$ cat src/rtl/ad936x_tx_pkg.sv
// Shared definitions for the AD936x LVDS transmit framer: FSM encoding,
// frame lengths per mode and the TX_FRAME pattern helpers.
package ad936x_tx_pkg;

  typedef enum logic {
    ST_IDLE = 1'b0,
    ST_RUN  = 1'b1
  } state_e;

  // Nibble slots per frame: one channel in 1R1T, two in 2R2T.
  // Each channel takes an MSB slot followed by an LSB slot.
  localparam int SLOTS_1R1T = 2;
  localparam int SLOTS_2R2T = 4;

  // Wide enough to index every slot of the longest frame.
  localparam int SLOT_W = 2;

  // TX_FRAME is high for the first half of the frame and low for the second.
  function automatic logic frame_bit(input logic [SLOT_W-1:0] slot, input logic two_ch);
    logic bit_v;
    if (two_ch) begin
      bit_v = (slot < SLOT_W'(SLOTS_2R2T / 2));
    end else begin
      bit_v = (slot < SLOT_W'(SLOTS_1R1T / 2));
    end
    return bit_v;
  endfunction

  // Index of the final slot in a frame, where the next frame is decided.
  function automatic logic [SLOT_W-1:0] last_slot(input logic two_ch);
    logic [SLOT_W-1:0] last_v;
    if (two_ch) begin
      last_v = SLOT_W'(SLOTS_2R2T - 1);
    end else begin
      last_v = SLOT_W'(SLOTS_1R1T - 1);
    end
    return last_v;
  endfunction

endpackage

$ cat src/rtl/ad936x_tx_fifo.sv
// Small synchronous sample FIFO. A pushed word becomes visible on data_o
// (and poppable) the cycle after the push; there is no fall-through path.
// A push offered while full is dropped; a pop offered while empty is ignored.
module ad936x_tx_fifo #(
  parameter int WIDTH = 48,
  parameter int DEPTH = 4
) (
  input  logic                     clk_i,
  input  logic                     rst_ni,
  input  logic                     push_i,
  input  logic [WIDTH-1:0]         data_i,
  input  logic                     pop_i,
  output logic [WIDTH-1:0]         data_o,
  output logic [$clog2(DEPTH):0]   level_o,
  output logic                     full_o,
  output logic                     empty_o
);

  localparam int AW = $clog2(DEPTH);

  logic [WIDTH-1:0] mem_q [DEPTH];
  logic [AW-1:0]    wr_ptr_q, wr_ptr_d;
  logic [AW-1:0]    rd_ptr_q, rd_ptr_d;
  logic [AW:0]      level_q, level_d;
  logic             do_push;
  logic             do_pop;

  assign full_o  = (level_q == (AW + 1)'(DEPTH));
  assign empty_o = (level_q == '0);
  assign do_push = push_i && !full_o;
  assign do_pop  = pop_i && !empty_o;
  assign data_o  = mem_q[rd_ptr_q];
  assign level_o = level_q;

  // Next pointer and occupancy; pointers wrap naturally since DEPTH is a power of 2.
  always_comb begin
    wr_ptr_d = wr_ptr_q;
    rd_ptr_d = rd_ptr_q;
    level_d  = level_q;
    if (do_push) begin
      wr_ptr_d = wr_ptr_q + 1'b1;
    end
    if (do_pop) begin
      rd_ptr_d = rd_ptr_q + 1'b1;
    end
    if (do_push && !do_pop) begin
      level_d = level_q + 1'b1;
    end else if (!do_push && do_pop) begin
      level_d = level_q - 1'b1;
    end
  end

  // Pointer and level state; reset empties the FIFO without touching storage.
  always_ff @(posedge clk_i or negedge rst_ni) begin
    if (!rst_ni) begin
      wr_ptr_q <= '0;
      rd_ptr_q <= '0;
      level_q  <= '0;
    end else begin
      wr_ptr_q <= wr_ptr_d;
      rd_ptr_q <= rd_ptr_d;
      level_q  <= level_d;
    end
  end

  // Sample storage write port.
  always_ff @(posedge clk_i) begin
    if (do_push) begin
      mem_q[wr_ptr_q] <= data_i;
    end
  end

endmodule

$ cat src/rtl/ad936x_lvds_tx_framer.sv
// AD936x LVDS transmit framer. Buffers packed I/Q samples, then slices each
// sample into MSB/LSB nibble pairs (I on the rising-edge D1 vector, Q on the
// falling-edge D2 vector) alongside the TX_FRAME pattern. When the FIFO runs
// dry at a frame boundary the frame is still emitted, carrying zeros, so the
// PHY never loses frame alignment. Outputs feed an external ODDR stage.
module ad936x_lvds_tx_framer #(
  parameter int DATA_W     = 12,
  parameter int LANE_W     = 6,
  parameter int MAX_CH     = 2,
  parameter int FIFO_DEPTH = 4,
  parameter int UCNT_W     = 16
) (
  input  logic                          fb_clk,
  input  logic                          rst_n,
  input  logic                          tx_en,
  input  logic                          mode_2ch,
  input  logic                          s_valid,
  output logic                          s_ready,
  input  logic [2*DATA_W*MAX_CH-1:0]    s_data,
  output logic [LANE_W-1:0]             tx_d1,
  output logic [LANE_W-1:0]             tx_d2,
  output logic                          tx_frame_d1,
  output logic                          tx_frame_d2,
  output logic                          busy,
  output logic                          underflow,
  output logic [UCNT_W-1:0]             underflow_cnt,
  output logic [$clog2(FIFO_DEPTH):0]   fifo_level
);

  import ad936x_tx_pkg::*;

  localparam int SW    = 2 * DATA_W * MAX_CH;
  localparam int LVL_W = $clog2(FIFO_DEPTH) + 1;

  // Reject parameter sets the slicing logic cannot represent.
  if (!(MAX_CH == 1 || MAX_CH == 2)) begin : g_bad_max_ch
    $error("ad936x_lvds_tx_framer: MAX_CH must be 1 or 2");
  end
  if (DATA_W != 2 * LANE_W) begin : g_bad_data_w
    $error("ad936x_lvds_tx_framer: DATA_W must equal 2*LANE_W");
  end
  if (FIFO_DEPTH < 2 || (FIFO_DEPTH & (FIFO_DEPTH - 1)) != 0) begin : g_bad_depth
    $error("ad936x_lvds_tx_framer: FIFO_DEPTH must be a power of 2, at least 2");
  end

  state_e              state_q, state_d;
  logic [SLOT_W-1:0]   slot_q, slot_d;
  logic                mode_q, mode_d;
  logic [SW-1:0]       sample_q, sample_d;
  logic [LANE_W-1:0]   d1_q, d1_d;
  logic [LANE_W-1:0]   d2_q, d2_d;
  logic                frame_q, frame_d;
  logic                uf_q, uf_d;
  logic [UCNT_W-1:0]   ucnt_q, ucnt_d;

  logic                mode_eff;
  logic                at_last;
  logic                frame_start;
  logic                starve;
  logic                fifo_push;
  logic                fifo_pop;
  logic [SW-1:0]       fifo_dout;
  logic [LVL_W-1:0]    level;
  logic                fifo_full;
  logic                fifo_empty;
  logic [DATA_W-1:0]   i_word;
  logic [DATA_W-1:0]   q_word;

  // Single-channel builds cannot run 2R2T regardless of the pin.
  assign mode_eff  = (MAX_CH == 2) ? mode_2ch : 1'b0;
  assign at_last   = (slot_q == last_slot(mode_q));
  assign s_ready   = !fifo_full;
  assign fifo_push = s_valid && s_ready;
  assign fifo_pop  = frame_start && !fifo_empty;
  assign starve    = frame_start && fifo_empty;

  ad936x_tx_fifo #(
    .WIDTH (SW),
    .DEPTH (FIFO_DEPTH)
  ) u_fifo (
    .clk_i   (fb_clk),
    .rst_ni  (rst_n),
    .push_i  (fifo_push),
    .data_i  (s_data),
    .pop_i   (fifo_pop),
    .data_o  (fifo_dout),
    .level_o (level),
    .full_o  (fifo_full),
    .empty_o (fifo_empty)
  );

  // Channel selection: in 2R2T slots 0/1 carry channel 0 and slots 2/3 channel 1.
  if (MAX_CH == 2) begin : g_two_ch
    assign i_word = slot_q[1] ? sample_q[2*DATA_W +: DATA_W] : sample_q[0 +: DATA_W];
    assign q_word = slot_q[1] ? sample_q[3*DATA_W +: DATA_W] : sample_q[DATA_W +: DATA_W];
  end else begin : g_one_ch
    assign i_word = sample_q[0 +: DATA_W];
    assign q_word = sample_q[DATA_W +: DATA_W];
  end

  // FSM state register.
  always_ff @(posedge fb_clk or negedge rst_n) begin
    if (!rst_n) begin
      state_q <= ST_IDLE;
    end else begin
      state_q <= state_d;
    end
  end

  // FSM next state: start once data is queued, stop only at a frame boundary.
  always_comb begin
    state_d = state_q;
    case (state_q)
      ST_IDLE: if (tx_en && !fifo_empty) state_d = ST_RUN;
      ST_RUN:  if (at_last && !tx_en)    state_d = ST_IDLE;
      default: state_d = ST_IDLE;
    endcase
  end

  // FSM outputs: a new frame begins on entry to RUN or on a wrap with tx_en held.
  always_comb begin
    frame_start = 1'b0;
    case (state_q)
      ST_IDLE: frame_start = tx_en && !fifo_empty;
      ST_RUN:  frame_start = at_last && tx_en;
      default: frame_start = 1'b0;
    endcase
  end

  // Slot counter, mode shadow, sample holding register and underflow accounting.
  always_comb begin
    slot_d   = slot_q;
    mode_d   = mode_q;
    sample_d = sample_q;
    uf_d     = 1'b0;
    ucnt_d   = ucnt_q;
    if (state_q == ST_IDLE) begin
      mode_d = mode_eff;
      slot_d = '0;
    end else begin
      slot_d = at_last ? '0 : slot_q + 1'b1;
    end
    if (fifo_pop) begin
      sample_d = fifo_dout;
    end else if (starve) begin
      sample_d = '0;
      uf_d     = 1'b1;
      if (ucnt_q != '1) begin
        ucnt_d = ucnt_q + 1'b1;
      end
    end
  end

  // Output stage: slices the held sample by the current slot, one cycle behind it.
  always_comb begin
    d1_d    = '0;
    d2_d    = '0;
    frame_d = 1'b0;
    if (state_q == ST_RUN) begin
      if (!slot_q[0]) begin
        d1_d = i_word[DATA_W-1 -: LANE_W];
        d2_d = q_word[DATA_W-1 -: LANE_W];
      end else begin
        d1_d = i_word[LANE_W-1:0];
        d2_d = q_word[LANE_W-1:0];
      end
      frame_d = frame_bit(slot_q, mode_q);
    end
  end

  // Datapath and output registers; everything clears at once on reset.
  always_ff @(posedge fb_clk or negedge rst_n) begin
    if (!rst_n) begin
      slot_q   <= '0;
      mode_q   <= 1'b0;
      sample_q <= '0;
      uf_q     <= 1'b0;
      ucnt_q   <= '0;
      d1_q     <= '0;
      d2_q     <= '0;
      frame_q  <= 1'b0;
    end else begin
      slot_q   <= slot_d;
      mode_q   <= mode_d;
      sample_q <= sample_d;
      uf_q     <= uf_d;
      ucnt_q   <= ucnt_d;
      d1_q     <= d1_d;
      d2_q     <= d2_d;
      frame_q  <= frame_d;
    end
  end

  assign tx_d1         = d1_q;
  assign tx_d2         = d2_q;
  assign tx_frame_d1   = frame_q;
  assign tx_frame_d2   = frame_q;
  assign busy          = (state_q == ST_RUN);
  assign underflow     = uf_q;
  assign underflow_cnt = ucnt_q;
  assign fifo_level    = level;

endmodule

$ cat config.mk
export PLATFORM = sky130hd
export DESIGN_NAME = ad936x_lvds_tx_framer
export DESIGN_NICKNAME = d
export VERILOG_FILES = /design/src/rtl/ad936x_tx_pkg.sv /design/src/rtl/ad936x_tx_fifo.sv /design/src/rtl/ad936x_lvds_tx_framer.sv
export SDC_FILE = /design/constraint.sdc
export NUM_CORES = 1
export LEC_CHECK = 0
export ABC_AREA = 1
export CAP_MARGIN = 20
export CORE_MARGIN = 2
export CORE_UTILIZATION = 30
export CTS_CLUSTER_DIAMETER = 120
export CTS_CLUSTER_SIZE = 20
export DETAILED_ROUTE_END_ITERATION = 8
export SKIP_LAST_GASP = 1
export SLEW_MARGIN = 20
export SYNTH_ARGS = -nofsm -noshare
export SYNTH_HDL_FRONTEND = slang
export SYNTH_HIERARCHICAL = 1
export SYNTH_SLANG_ARGS = --single-unit
$ cat constraint.sdc
create_clock -name fb_clk -period 9.3 [get_ports fb_clk]
set_input_delay 2.79 -clock fb_clk [delete_from_list [all_inputs] [get_ports fb_clk]]
set_output_delay 2.79 -clock fb_clk [all_outputs]
set_load 0.01 [all_outputs]
# Yosys cells after proc, flatten, opt, wreduce, memory -nomap -nowiden
# Memories as Yosys holds them, arrays and structs flattened.
# Index checks and enable logic that the tools add are counted.
# W data, S select, Z words.
# totals
regBits	89
mem_count	1
mem_bits_rw	192
out_inout_bits	36
# classes
addsub	6
n_lt_le_gt_ge	2
n_eq_ne	3
n_reduce_logical	19
n_mux	23
bitwise_logic	2
# memory_table
memory	depth	width	rd	rd_ports_with_merged_regs	wr	line	text
u_fifo.mem_q	4	48	1	0	1	ad936x_tx_fifo.sv:21	logic [WIDTH-1:0] mem_q [DEPTH];
# op_table
operator	count
$mux W48	2
$mux W12	2
$mux W6	4
$add A16 B1 Y16 const B	1
$ne A16 B16 Y1 const B	1
$logic_and A1 B1 Y1	10
$mux W1	8
$add A2 B1 Y2 const B	3
$mux W2	3
$mux W3	2
$logic_not A1 Y1	5
$pmux W1 S2	2
$reduce_bool A2 Y1	2
$add A3 B1 Y3 const B	1
$eq A3 B3 Y1 const B	1
$logic_not A3 Y1	1
$reduce_and A3 Y1	1
$sub A3 B1 Y3 const B	1
$eq A2 B2 Y1	1
$lt A2 B1 Y1 const B	1
$lt A2 B2 Y1 const B	1
$not A1 Y1	2

# Longest topological paths before layout
# depth
depth_word	9
ltp_mapped	18
depth_no_buf	17

# By module
# Netlist, hierarchy kept.
# modules_own_cells
module	cells_each	instances	area_per_inst_um2	seq_area_each_um2
ad936x_tx_fifo	622	1	8132.8	5940.7
ad936x_lvds_tx_framer	462	1	3848.7	2052.0

# Least setup slack after synthesis
# No wires, ideal clock.
# synth_timing
path_kind	input to register
from	in s_valid
to	mem u_fifo.mem_q[0][0] (enable)
setup_ns	0.454
required_time_ns	8.846
arrival_ns	5.144
path_slack_ns	3.702
cell_stages	4
cell_sequence	inv_1 -> nor2_1 -> nand2_1 -> nor2_1
# synth_between
elab_chain_len	4
# synth_rtl
item	line	text
start: declaration	ad936x_lvds_tx_framer.sv:17	input logic s_valid,
$logic_and A1 B1 Y1	ad936x_lvds_tx_framer.sv:73	assign fifo_push = s_valid && s_ready;
named net fifo_push	ad936x_lvds_tx_framer.sv:60	logic fifo_push;
$logic_and A1 B1 Y1	ad936x_tx_fifo.sv:30	assign do_push = push_i && !full_o;
$mux W1	ad936x_tx_fifo.sv:68	if (do_push) begin
$mux W1 (implied by the code)	ad936x_tx_fifo.sv:69	mem_q[wr_ptr_q] <= data_i;
end: declaration	ad936x_tx_fifo.sv:21	
# The timed path passes the listed nets, and every way through them passes these cells.

# Worst setup path in the final report
# layout_timing
from	in tx_en
to	reg u_fifo.level_q[1], in the netlist u_fifo/level_o[1]
# layout_between
elab_chain_len	7
elab_cells_between_ends	10
classes_between	2 x mux; 8 x reduce/logical
# layout_rtl
item	line	text
start: declaration	ad936x_lvds_tx_framer.sv:15	input logic tx_en,
$logic_and A1 B1 Y1 (on tied branches)	ad936x_lvds_tx_framer.sv:125, ad936x_lvds_tx_framer.sv:124	
$pmux W1 S2 *	ad936x_lvds_tx_framer.sv:123	case (state_q)
$logic_and A1 B1 Y1 *	ad936x_lvds_tx_framer.sv:74	assign fifo_pop = frame_start && !fifo_empty;
$logic_and A1 B1 Y1 *	ad936x_tx_fifo.sv:31	assign do_pop = pop_i && !empty_o;
$logic_not A1 Y1 *	ad936x_tx_fifo.sv:46	if (do_push && !do_pop) begin
$logic_and A1 B1 Y1 *	ad936x_tx_fifo.sv:46	
$mux W3 *	ad936x_tx_fifo.sv:46	
named net u_fifo.level_d[1]	ad936x_tx_fifo.sv:24	logic [AW:0] level_q, level_d;
end signal: assignment	ad936x_tx_fifo.sv:62	level_q <= level_d;
end: declaration	ad936x_tx_fifo.sv:24	
# The timed path passes the listed nets; every way through them passes the cells marked *.
# A chain may end at the register's enable or synchronous reset.

==> summary.md <==
| Metric | Value |
|---|---|
| Outcome | `finished clean` |
| Starting DRC count in detailed routing | `~480` |
| R2r startpoint | `slot_q[1]` |
| PortBufs | `roughly 90` |
| CP arrival | `6700 ps` |
| Clk network pwr share | `0.204` |
| Largest net degree at the start of global routing | `around 110` |
| Cells after Synth | `about 1100` |
| Postcts setup bufs | `0` |
| Die H | `about 200 µm` |
| Mapped Avg Cell Area | `about 11 µm²` |
| Hold-fix buffers, CTS | `0` |
| Die area | `approximately 42000 µm²` |
| CTS tree | `done` |
| Worst slew margin | `0.2795` |
| Final setup fails | `0` |
| Number of enable flip-flop cells after synthesis | `roughly 190` |
| Synth cell types | `28` |
| Critical Path Source Type | `input pin` |
| H-tree levels | `1` |
| Sw power | `about 1.4 mW` |
| Final design utilization | `0.3470` |
| Hold endpoint | `sample_q[39]` |
| Post-CTS Resized | `0` |
| Avg WL per Cell | `around 15 µm` |
| Residual DRC | `0` |
| CTS root buffer | `clkbuf_16` |
| Starting Density | `0.3030` |
| R2r worst-path depth | `13` |
| Final Hold Vio Count | `0` |
| Post-Syn Nets | `roughly 1100` |
| Unrepaired setup endpoints after global routing | `false` |
| CP Class | `input pin to flip-flop` |
| Core Area | `just under 40000 µm²` |
| Clock Pin Slew Worst Setup and Hold Paths | `80 ps` |
| Post-synthesis register bit count | `approximately 280` |
| Max-slew violation total from the final report | `0` |
| Drt via density | `approximately 4.5` |
| Router iterations before antenna repair | `5` |
| Hold Path Class | `flip-flop to flip-flop` |
| Placer congestion estimate | `~0.85` |
| Setup Skew | `18.84 ps` |
| Power density cells | `~290 nW/µm²` |
| Final net count | `around 1200` |
| Ys Warns | `6` |
| Number of global-route vias before repair | `~7000` |
| Worst vdd ir | `around 0.00012 V` |
| Ports | `89` |
| Clock sinks | `around 280` |
| Worst Path Required | `about 9700 ps` |
| Worst-path maximum fanout | `31` |
| Fmax | `approximately 0.16 GHz` |
| Period utilization | `0.6793` |
| HPWL Detailed | `between 15000 and 20000 µm` |
| Worst slew pin tran | `between 1000 and 1500 ps` |
| Final WL | `roughly 25000 µm` |
| Total negative slack | `0 ps` |
| Switching Share | `0.3653` |
| Leak Pwr | `between 5 and 6 nW` |
| Clock Path Buffers | `3` |
| Remaining antenna violation count | `0` |
| Layout cells sized above 1 | `0.04152` |
| Overflow after GRT | `0` |
| Worst skew pair latency | `around 510 ps` |
| Asr flop ratio synth | `0.3167` |
| Die width | `203.8 µm` |
| Inserted Diodes | `0` |
| Seq/Total Area, Yosys | `0.6671` |
| P&R area growth vs syn | `14.55%` |
| Synth Cell Area | `about 12000 µm²` |
| All-Layer GR Usage | `0.1215` |
| WHS Path Cells | `2` |
| Combinational power share | `0.337` |
| FF-to-FF End | `u_fifo/level_o[1]` |
| Vias | `~7500` |
| Max Cap Viol | `0` |
| P_int | `between 2 and 3 mW` |
| Crit. End Element | `flip-flop` |
| Main flop type after synthesis | `edfxtp_1` |
| HP Start | `sample_q[39]` |
| First-pass GRT wire length | `~40000 µm` |
| Final Critical Period | `approximately 6300 ps` |
| Sequential share of power | `0.459` |
| FF-to-FF setup slack | `around 4600 ps` |
| Row count | `73` |
| CTS Buf Count | `18` |
| Antenna violations before repair | `2` |
cells in the mapped netlist, types with 4 or more instances:
library cell	number	share of area
ha_1	7	0.0073
nor2_1	23	0.0072
o211ai_1	96	0.060
dfrtp_1	89	0.19
buf_2	14	0.0058
nand4_1	5	0.0026
edfxtp_1	192	0.48
o21ai_0	36	0.015
buf_6	24	0.023
inv_1	170	0.053
inv_2	4	0.0013
nand2_2	4	0.0021
nand3_1	43	0.018
xnor2_1	8	0.0058
buf_4	4	0.0025
a21oi_1	28	0.012
o22ai_1	20	0.010
clkbuf_1	12	0.0038
nand2_1	293	0.092
logic make-up after synthesis:
| group | after synthesis | share of synthesized area |
|---|---|---|
| AO/OA/AOI/OAI | 180 | 0.09733 |
| flip-flops | 281 | 0.6671 |
| buffers and inverters | 231 | 0.09148 |
| AND/OR/NAND/NOR | 374 | 0.1278 |
| adder cells (fa/ha/maj) | 8 | 0.008981 |
| XOR/XNOR | 10 | 0.007310 |
power by group through the flow:
| stage | clock, mW | sequential (mW) | combinational [mW] |
|---|---|---|---|
| after global placement | 0 | 1.84 | 1.33 |
| after global routing | 0.874 | 1.84 | 1.50 |
| after detailed placement | 0 | 1.84 | 1.36 |
| after CTS | 0.830 | 1.81 | 1.36 |
| after floorplan | 0 | 1.81 | 0.991 |
| final | 0.804 | 1.81 | 1.33 |
worst max-delay path, cell delays in order:
cell	delay (ps)
clkdlybuf4s50_1	500
nand2_1	60
inv_1	90
nand3_4	300
nand2_1	670
nand2_1	640
inv_2	630
nand2_1	150
ha_1	220
inv_1	90
fa_1	410
nand2_1	70
o21ai_0	70
cells in the final DEF, fill, tap and decap left out:
cell type / count
fa_1: 1
buf_4: 9
inv_1: 170
edfxtp_1: 192
inv_4: 1
clkbuf_16: 18
xnor2_1: 8
nand4_2: 1
a21oi_1: 28
o211ai_1: 96
nand4_1: 5
nor2_1: 19
clkinv_1: 1
ha_1: 7
clkdlybuf4s50_1: 87
nand3_2: 1
o21ai_0: 36
inv_2: 3
o22ai_1: 20
bufinv_16: 1
clkinv_8: 1
xor2_1: 2
dfrtp_1: 89
nand2_2: 4
nand3_1: 43
clkbuf_1: 11
nor2_4: 7
nand2_1: 293
nand3_4: 1
inv_12: 1
worst max-delay path by stage:
stage	startpoint	to	slack, ps
2_1_floorplan	s_valid	u_fifo/mem_q[0][0]	3700
3_3_place_gp	tx_en	u_fifo/level_o[1]	2600
3_5_place_dp	tx_en	u_fifo/level_o[1]	2530
4_1_cts	tx_en	u_fifo/level_o[1]	3060
5_1_grt	tx_en	u_fifo/level_o[1]	2630
6_report	tx_en	u_fifo/level_o[1]	2980
sequential cells by signal, indices dropped and copies added, names as in the netlist, 2 cells and up:
name             flops
sample_q            48
underflow_cnt       16
u_fifo/wr_ptr_q      2
u_fifo/mem_q       192
u_fifo/level_o       3
slot_q               2
tx_d2                6
u_fifo/rd_ptr_q      2
tx_d1                6
per-stage QoR:
step                      setup slack, ps  cells  power (mW)  cell area, µm²  hold WS, ps
after floorplan                      3702   1084       2.802           11980        467.4
after global placement               2599   1649       3.168           13170        491.5
after detailed placement             2526   1649       3.196           13170        495.4
after CTS                            3059   1681       4.003           13720        516.3
after global routing                 2626   1681       4.222           13720        543.3
final                                2983   1681       3.949           13720        519.8
routing by layer:
layer,part of all wire,vias up,global-route usage
li1,-,3731,-
met1,0.45,3551,0.1647
met2,0.47,168,0.2006
met3,0.061,38,0.02695
met4,0.017,4,0.02372
met5,0.00091,-,0
area by class of cell:
| class | count | area [µm²] |
|---|---|---|
| Clock buffer | 29 | 491.7 |
| Clock inverter | 3 | 62.56 |
| Fill cell | 3910 | 25820 |
| Inverter | 175 | 659.4 |
| Multi-Input combinational cell | 572 | 2923 |
| Sequential cell | 281 | 7993 |
| Tap cell | 525 | 656.9 |
| Timing Repair Buffer | 96 | 938.4 |
(Power assumes the default switching activity.)
